<file path="src/rtl/alu_pkg.sv">
// alu_pkg: sequencer state encoding and ALU opcode constants
package alu_pkg;
  typedef enum logic [2:0] {WAIT_A, WAIT_B, WAIT_OP, EXEC, SHOW} seq_state_t;
  localparam logic [3:0] OP_ADD = 4'b0000;
  localparam logic [3:0] OP_SUB = 4'b0001;
  localparam logic [3:0] OP_NOT = 4'b0010;
  localparam logic [3:0] OP_AND = 4'b0011;
  localparam logic [3:0] OP_OR  = 4'b0100;
  localparam logic [3:0] OP_XOR = 4'b0101;
  localparam logic [3:0] OP_SRA = 4'b0110;
  localparam logic [3:0] OP_SRL = 4'b0111;
  localparam logic [3:0] OP_SLA = 4'b1000;
  localparam logic [3:0] OP_SLL = 4'b1001;
  localparam logic [3:0] OP_MAX = 4'b1001;
endpackage

</file>
<file path="src/rtl/pulse_gen.sv">
// pulse_gen: rising-edge detector, pulse = sig & ~sig_q
module pulse_gen (
  input  logic clk,
  input  logic rst,
  input  logic sig,
  output logic pulse
);
  logic sig_q;
  always_ff @(posedge clk)
    sig_q <= rst ? 1'b0 : sig;
  assign pulse = sig & ~sig_q;
endmodule

</file>
<file path="src/rtl/alu_operand_sequencer.sv">
// alu_operand_sequencer: three-press operand/op loader driving the ALU, captures result and Z/N/C/V flags
module alu_operand_sequencer
  import alu_pkg::*;
#(
  parameter int N = 4
) (
  input  logic         clk,
  input  logic         rst,
  input  logic [N-1:0] data_in,
  input  logic [3:0]   op_in,
  input  logic         load,
  input  logic [N-1:0] alu_result,
  input  logic         alu_carry,
  input  logic         alu_overflow,
  output logic [N-1:0] op_a,
  output logic [N-1:0] op_b,
  output logic [3:0]   select,
  output logic [N-1:0] result_q,
  output logic         flag_z,
  output logic         flag_n,
  output logic         flag_c,
  output logic         flag_v,
  output logic         op_err,
  output logic         done,
  output logic [2:0]   state_o
);
  seq_state_t state, state_nx;
  logic ld, arith;
  pulse_gen u_ld (.clk(clk), .rst(rst), .sig(load), .pulse(ld));
  assign arith = (select == OP_ADD) || (select == OP_SUB);
  assign state_o = state;
  always_comb begin
    state_nx = WAIT_A;
    case (state)
      WAIT_A:  state_nx = ld ? WAIT_B : WAIT_A;
      WAIT_B:  state_nx = ld ? WAIT_OP : WAIT_B;
      WAIT_OP: state_nx = ld ? EXEC : WAIT_OP;
      EXEC:    state_nx = SHOW;
      SHOW:    state_nx = ld ? WAIT_A : SHOW;
      default: state_nx = WAIT_A;
    endcase
  end
  always_ff @(posedge clk)
    state <= rst ? WAIT_A : state_nx;
  always_ff @(posedge clk) begin
    if (rst) begin
      op_a     <= '0;
      op_b     <= '0;
      select   <= '0;
      result_q <= '0;
      flag_z   <= 1'b0;
      flag_n   <= 1'b0;
      flag_c   <= 1'b0;
      flag_v   <= 1'b0;
      op_err   <= 1'b0;
      done     <= 1'b0;
    end else begin
      done <= state_nx == SHOW;
      if (state == WAIT_A && ld) op_a <= data_in;
      if (state == WAIT_B && ld) op_b <= data_in;
      if (state == WAIT_OP && ld) begin
        select <= op_in > OP_MAX ? OP_ADD : op_in;
        op_err <= op_in > OP_MAX;
      end
      if (state == EXEC) begin
        result_q <= alu_result;
        flag_z   <= alu_result == '0;
        flag_n   <= alu_result[N-1];
        flag_c   <= arith & alu_carry;
        flag_v   <= arith & alu_overflow;
      end
    end
  end
endmodule

</file>
<file path="config.mk">
export PLATFORM = sky130hd
export DESIGN_NAME = alu_operand_sequencer
export DESIGN_NICKNAME = d
export VERILOG_FILES = /design/src/rtl/alu_pkg.sv /design/src/rtl/pulse_gen.sv /design/src/rtl/alu_operand_sequencer.sv
export SDC_FILE = /design/constraint.sdc
export NUM_CORES = 1
export LEC_CHECK = 0
export ABC_AREA = 1
export CAP_MARGIN = 15
export CORE_ASPECT_RATIO = 1.1
export CORE_MARGIN = 1.5
export CORE_UTILIZATION = 30
export CTS_BUF_LIST = sky130_fd_sc_hd__clkbuf_4 sky130_fd_sc_hd__clkbuf_8
export DETAILED_ROUTE_END_ITERATION = 8
export GPL_ROUTABILITY_DRIVEN = 0
export PLACE_DENSITY = 0.69
export SYNTH_ARGS = -nofsm -noshare
export SYNTH_HDL_FRONTEND = slang
export SYNTH_HIERARCHICAL = 1
export SYNTH_SLANG_ARGS = --single-unit
</file>
<file path="constraint.sdc">
create_clock -name clk -period 1.4 [get_ports clk]
set_clock_uncertainty 0.1 [all_clocks]
set_input_delay 0.28 -clock clk [delete_from_list [all_inputs] [get_ports clk]]
set_output_delay 0.28 -clock clk [all_outputs]
set_load 0.02 [all_outputs]
</file>
# Word-level counts from Yosys, hierarchy flattened
# Index checks and enable logic that the tools add are counted.
word_totals:
  reg_bits: 26
  latchBits: 0
  ramBits: 0
  rom_bits: 0
  input_bits: 17
  output_inout_bits: 25
  elab_cells: 36
  memories: 0
op_classes:
  add_sub_neg: 0
  multipliers: 0
  n_div: 0
  n_lt_le_gt_ge: 1
  eq_ne: 6
  shifts: 0
  n_mux: 6
  n_bitwise: 4
  reduce_logical: 7
ops:
  columns: ["operator", "n"]
  rows:
  - ["$pmux W3 S5", 1]
  - ["$logic_not A4 Y1", 2]
  - ["$eq A3 B2 Y1 const B", 2]
  - ["$eq A3 B3 Y1 const B", 2]
  - ["$eq A4 B1 Y1 const B", 1]
  - ["$gt A4 B4 Y1 const B", 1]
  - ["$mux W4", 1]
  - ["$and A1 B1 Y1", 3]
  - ["$eq A3 B1 Y1 const B", 1]
  - ["$logic_and A1 B1 Y1", 3]
  - ["$logic_not A3 Y1", 1]
  - ["$mux W3", 1]
  - ["$mux W1", 2]
  - ["$mux W2", 1]
  - ["$logic_or A1 B1 Y1", 1]
  - ["$not A1 Y1", 1]

# Logic depth before layout (Yosys ltp)
logic_depth:
  depth_word: 5
  depth_mapped: 9
  mapped_depth_nobuf: 8

# By module
# The synthesis kept the hierarchy.
modules_own_cells:
  columns: ["module", "instances", "cells_each", "area_each_um2", "seq_area_each_um2"]
  rows:
  - ["alu_operand_sequencer", 1, 150, 1039.7, 480.5]
  - ["pulse_gen", 1, 4, 31.3, 20.0]

# Worst setup path before layout
# Ideal clock, no wire load.
synth_timing:
  path_type: "flip-flop to flip-flop"
  startpoint: "register state[1] (netlist: state_o[1])"
  endpoint: "register flag_c"
  setup_time_ps: 115
  t_arrival_ps: 1046
  required_ps: 1185
  slack_ps: 138
  stages_incl_launch_ff: 7
  path_buffers: 1
  synth_period_minus_slack_ps: 1262
  cell_sequence: "dfxtp_1 > clkbuf_2 > nand2_1 > nor2_4 > nor2_1 > nor2_1 > nor2_1"
synth_between:
  elab_chain_cells: 1
synth_lines:
  columns: ["item", "line_no", "text"]
  rows:
  - ["from (decl)", "alu_operand_sequencer.sv:27", "seq_state_t state, state_nx;"]
  - ["from (signal assigned)", "alu_operand_sequencer.sv:44", "state <= rst ? WAIT_A : state_nx;"]
  - ["$eq A3 B2 Y1", "alu_operand_sequencer.sv:65", "if (state == EXEC) begin"]
  - ["to (signal assigned)", "alu_operand_sequencer.sv:69", "flag_c <= arith & alu_carry;"]
  - ["to (decl)", "alu_operand_sequencer.sv:21", "output logic flag_c,"]
# No other way between the ends.
# A chain may end at the register's enable or synchronous reset.

# Final worst setup path
layout_timing:
  startpoint: "register state[0] (netlist: state_o[0])"
  endpoint: "output port state_o[0]"
layout_rtl:
  columns: ["item", "line_no", "text"]
  rows:
  - ["to (decl)", "alu_operand_sequencer.sv:25", "output logic [2:0] state_o"]
# No word-level cell between the ends.

==> key figures <==
Clock tree
  – CTS tree: built
  – Clock Latency Late Sink: 320 ps
  – Clock tree buffer depth: 2
  – Clock Sinks: 25
  – CTS root buffer: clkbuf_4
  – H-tree Lvls: 1
  – Clock Pin Slew Worst Setup and Hold Paths: 140 ps
  – Clock buffer count from CTS: 3
  – Post-cts hold buffer count: 0

Synthesis
  – Synth unique cells: 17
  – Sequential-to-total area share from yosys stat: 0.467
  – Seq cells post-synth: 25
  – Synth Instances: 154
  – Synth top area share: 0.467
  – Yosys top cell by area: dfxtp_1
  – Post-Syn Nets: 171
  – Post-synthesis average cell area: 6.95 um2
  – Ys Warns: 6
  – Synth area leaders: dfxtp_1 47%, nor2_1 19%, inv_1 6.7%, nand2_1 6.3%, o21ai_0 3.7%
  – Mapped Area: 1070 um2

STA
  – Min Tclk post-route: 1370 ps
  – Period Utilization, post-route: 0.978
  – Fin. max-slew vios: 0
  – F_max: 730 MHz
  – RSZ-0062 raised after global routing: yes
  – Final hold violations: 0
  – Relative slew slack: 0.687
  – Final setup viols: 0
  – Least-Margin Pin Slew: 469 ps

Setup path
  – CP max stage delay: 360 ps
  – CP startpoint kind: register
  – Sum of buffers and inverters on the critical path: 1
  – Worst Path Arrival: 990 ps
  – Max FO, Critical Path: 2
  – Setup Crit Path Kind: reg2out
  – Critical-path cell list: clkdlybuf4s15_1
  – Worst path slowest cell: dfxtp_1
  – Top delay family on crit path: flip-flops
  – CP required: 1020 ps
  – Crit. End Element: output port

Route
  – DRT Wirelength: 2220 um
  – Routed length per placed instance: 8.90 um
  – Via count: 1035
  – Post-route ant nets: 0
  – DR iter-0 viols: 17
  – Pre-antenna DRT Iters: 3
  – DRC: 0
  – Vias per inst: 4.14

Power
  – Lkg Pwr: 0.760 nW
  – Peak VDD IR: 287 uV
  – Total power: 1.33 mW
  – Power per cell area: 861 nW/um2

Job
  – Max-cap viol count: 0

Worst hold path
  – Hold Path Class: reg2reg

Cells and area
  – Most common cell after layout, fill and taps aside: nor2_1
  – Diodes inserted: 0
  – Fraction of layout instances using a drive strength above 1: 0.188
  – Core Util, Final: 0.455
  – Most frequent cells in the layout: 52 x nor2_1, 25 x dfxtp_1, 19 x inv_1
  – Area Overhead vs Synth: 43.8%
  – Finished Cell Area: 1540 um2
  – Nets: 220

GRT
  – Antenna violations before repair: 0
  – Total GRT Usage: 0.125
  – Vias in the first global route: 930
  – Largest net degree at the start of global routing: 18
  – Gr ovfl total: 0
  – Global-route wire length before repair: 3770 um

Die
  – Die Y: 65.7 um
  – Die area: 3940 um2
  – Ports: 42
  – CORE AREA: 3390 um2
  – Std cell rows: 22
  – Initial Utilization: 0.316
  – DIE WIDTH: 60.0 um

Placement
  – Port buffer count: 41
  – DP HPWL: 1640 um
  – Placed instance area: 1570 um2

Outcome
  – Outcome: complete, no violations
-- worst register-to-register path, stage by stage (launching register included) --
cell     delay (ps)
dfxtp_1         360
buf_4           120
inv_2            60
nor2_4          190
nand2_4         120
o21ai_0         160
nor2_1           50
-- logic make-up (layout without fill, tap and decap cells) --
kind of cell    count (synthesis)  after routing  synth area share
simple gates                   88             88             0.361
buf+inv                        28             76             0.111
flops                          25             25             0.467
compound gates                 13             13            0.0607
-- sequential cells by signal, summed over array words and instances, names as in the netlist --
register / flops
done: 1
flag_c: 1
flag_v: 1
flag_z: 1
op_a: 4
op_b: 4
op_err: 1
result_q: 4
select: 4
state_o: 3
u_ld/sig_q: 1
-- power breakdown --
part	total, mW	switching, mW	leakage, nW	internal [mW]
Sequential	0.752	0.0131	0.203	0.739
Combinational	0.246	0.134	0.539	0.112
Clock	0.327	0.220	0.0177	0.107
-- through the flow --
stage               TNS (ps)  cells  worst slack [ps]  hold slack [ps]
finish                     0    250              30.8              379
CTS                        0    250              1.24              377
floorplan                  0    154               138              252
global route           -49.2    250             -27.8              409
global placement       -4560    246              -326              354
detailed placement     -4690    246              -355              361
-- cell type report --
cell class              count  area (um2)
clock inverters             1        5.00
repair buffers             49         407
inverters                  23        86.3
fillers                   375        1850
clock buffers               3        22.5
well taps                  48        60.1
flip-flops and latches     25         500
multi-input cells         101         459
-- synthesized netlist by cell type, drive strengths merged --
master   n
clkbuf   1
o21ai    8
a21oi    5
nand2   19
nor2    56
inv     23
dfxtp   25
nand3    7
buf      4
nor3     1
nand4    5
-- final timing paths --
kind	startpoint	endpoint	slack (ps)	cells after the start
setup / recovery	state_o[0]$_SDFF_PP0_	state_o[0]	30	1
hold / removal	flag_z$_SDFFE_PP0P_	flag_z$_SDFFE_PP0P_	380	2
setup reg to reg	state_o[0]$_SDFF_PP0_	result_q[2]$_SDFFE_PP0P_	160	6
hold reg to reg	flag_z$_SDFFE_PP0P_	flag_z$_SDFFE_PP0P_	380	2
-- timing repair --
item,in CTS,in global routing
gates resized for setup,37,32
setup buffers,0,0
gates cloned,0,0
endpoints found under the setup margin,27,28
-- metal layers --
metal  wire length, um  global-route usage  up-vias
met3               126              0.0236        5
met1              1070               0.145      436
li1                  -                   -      564
met5                 0                   0        -
met2               965               0.204       30
met4                62              0.0833        0
Power figures use the tool's default switching activity.
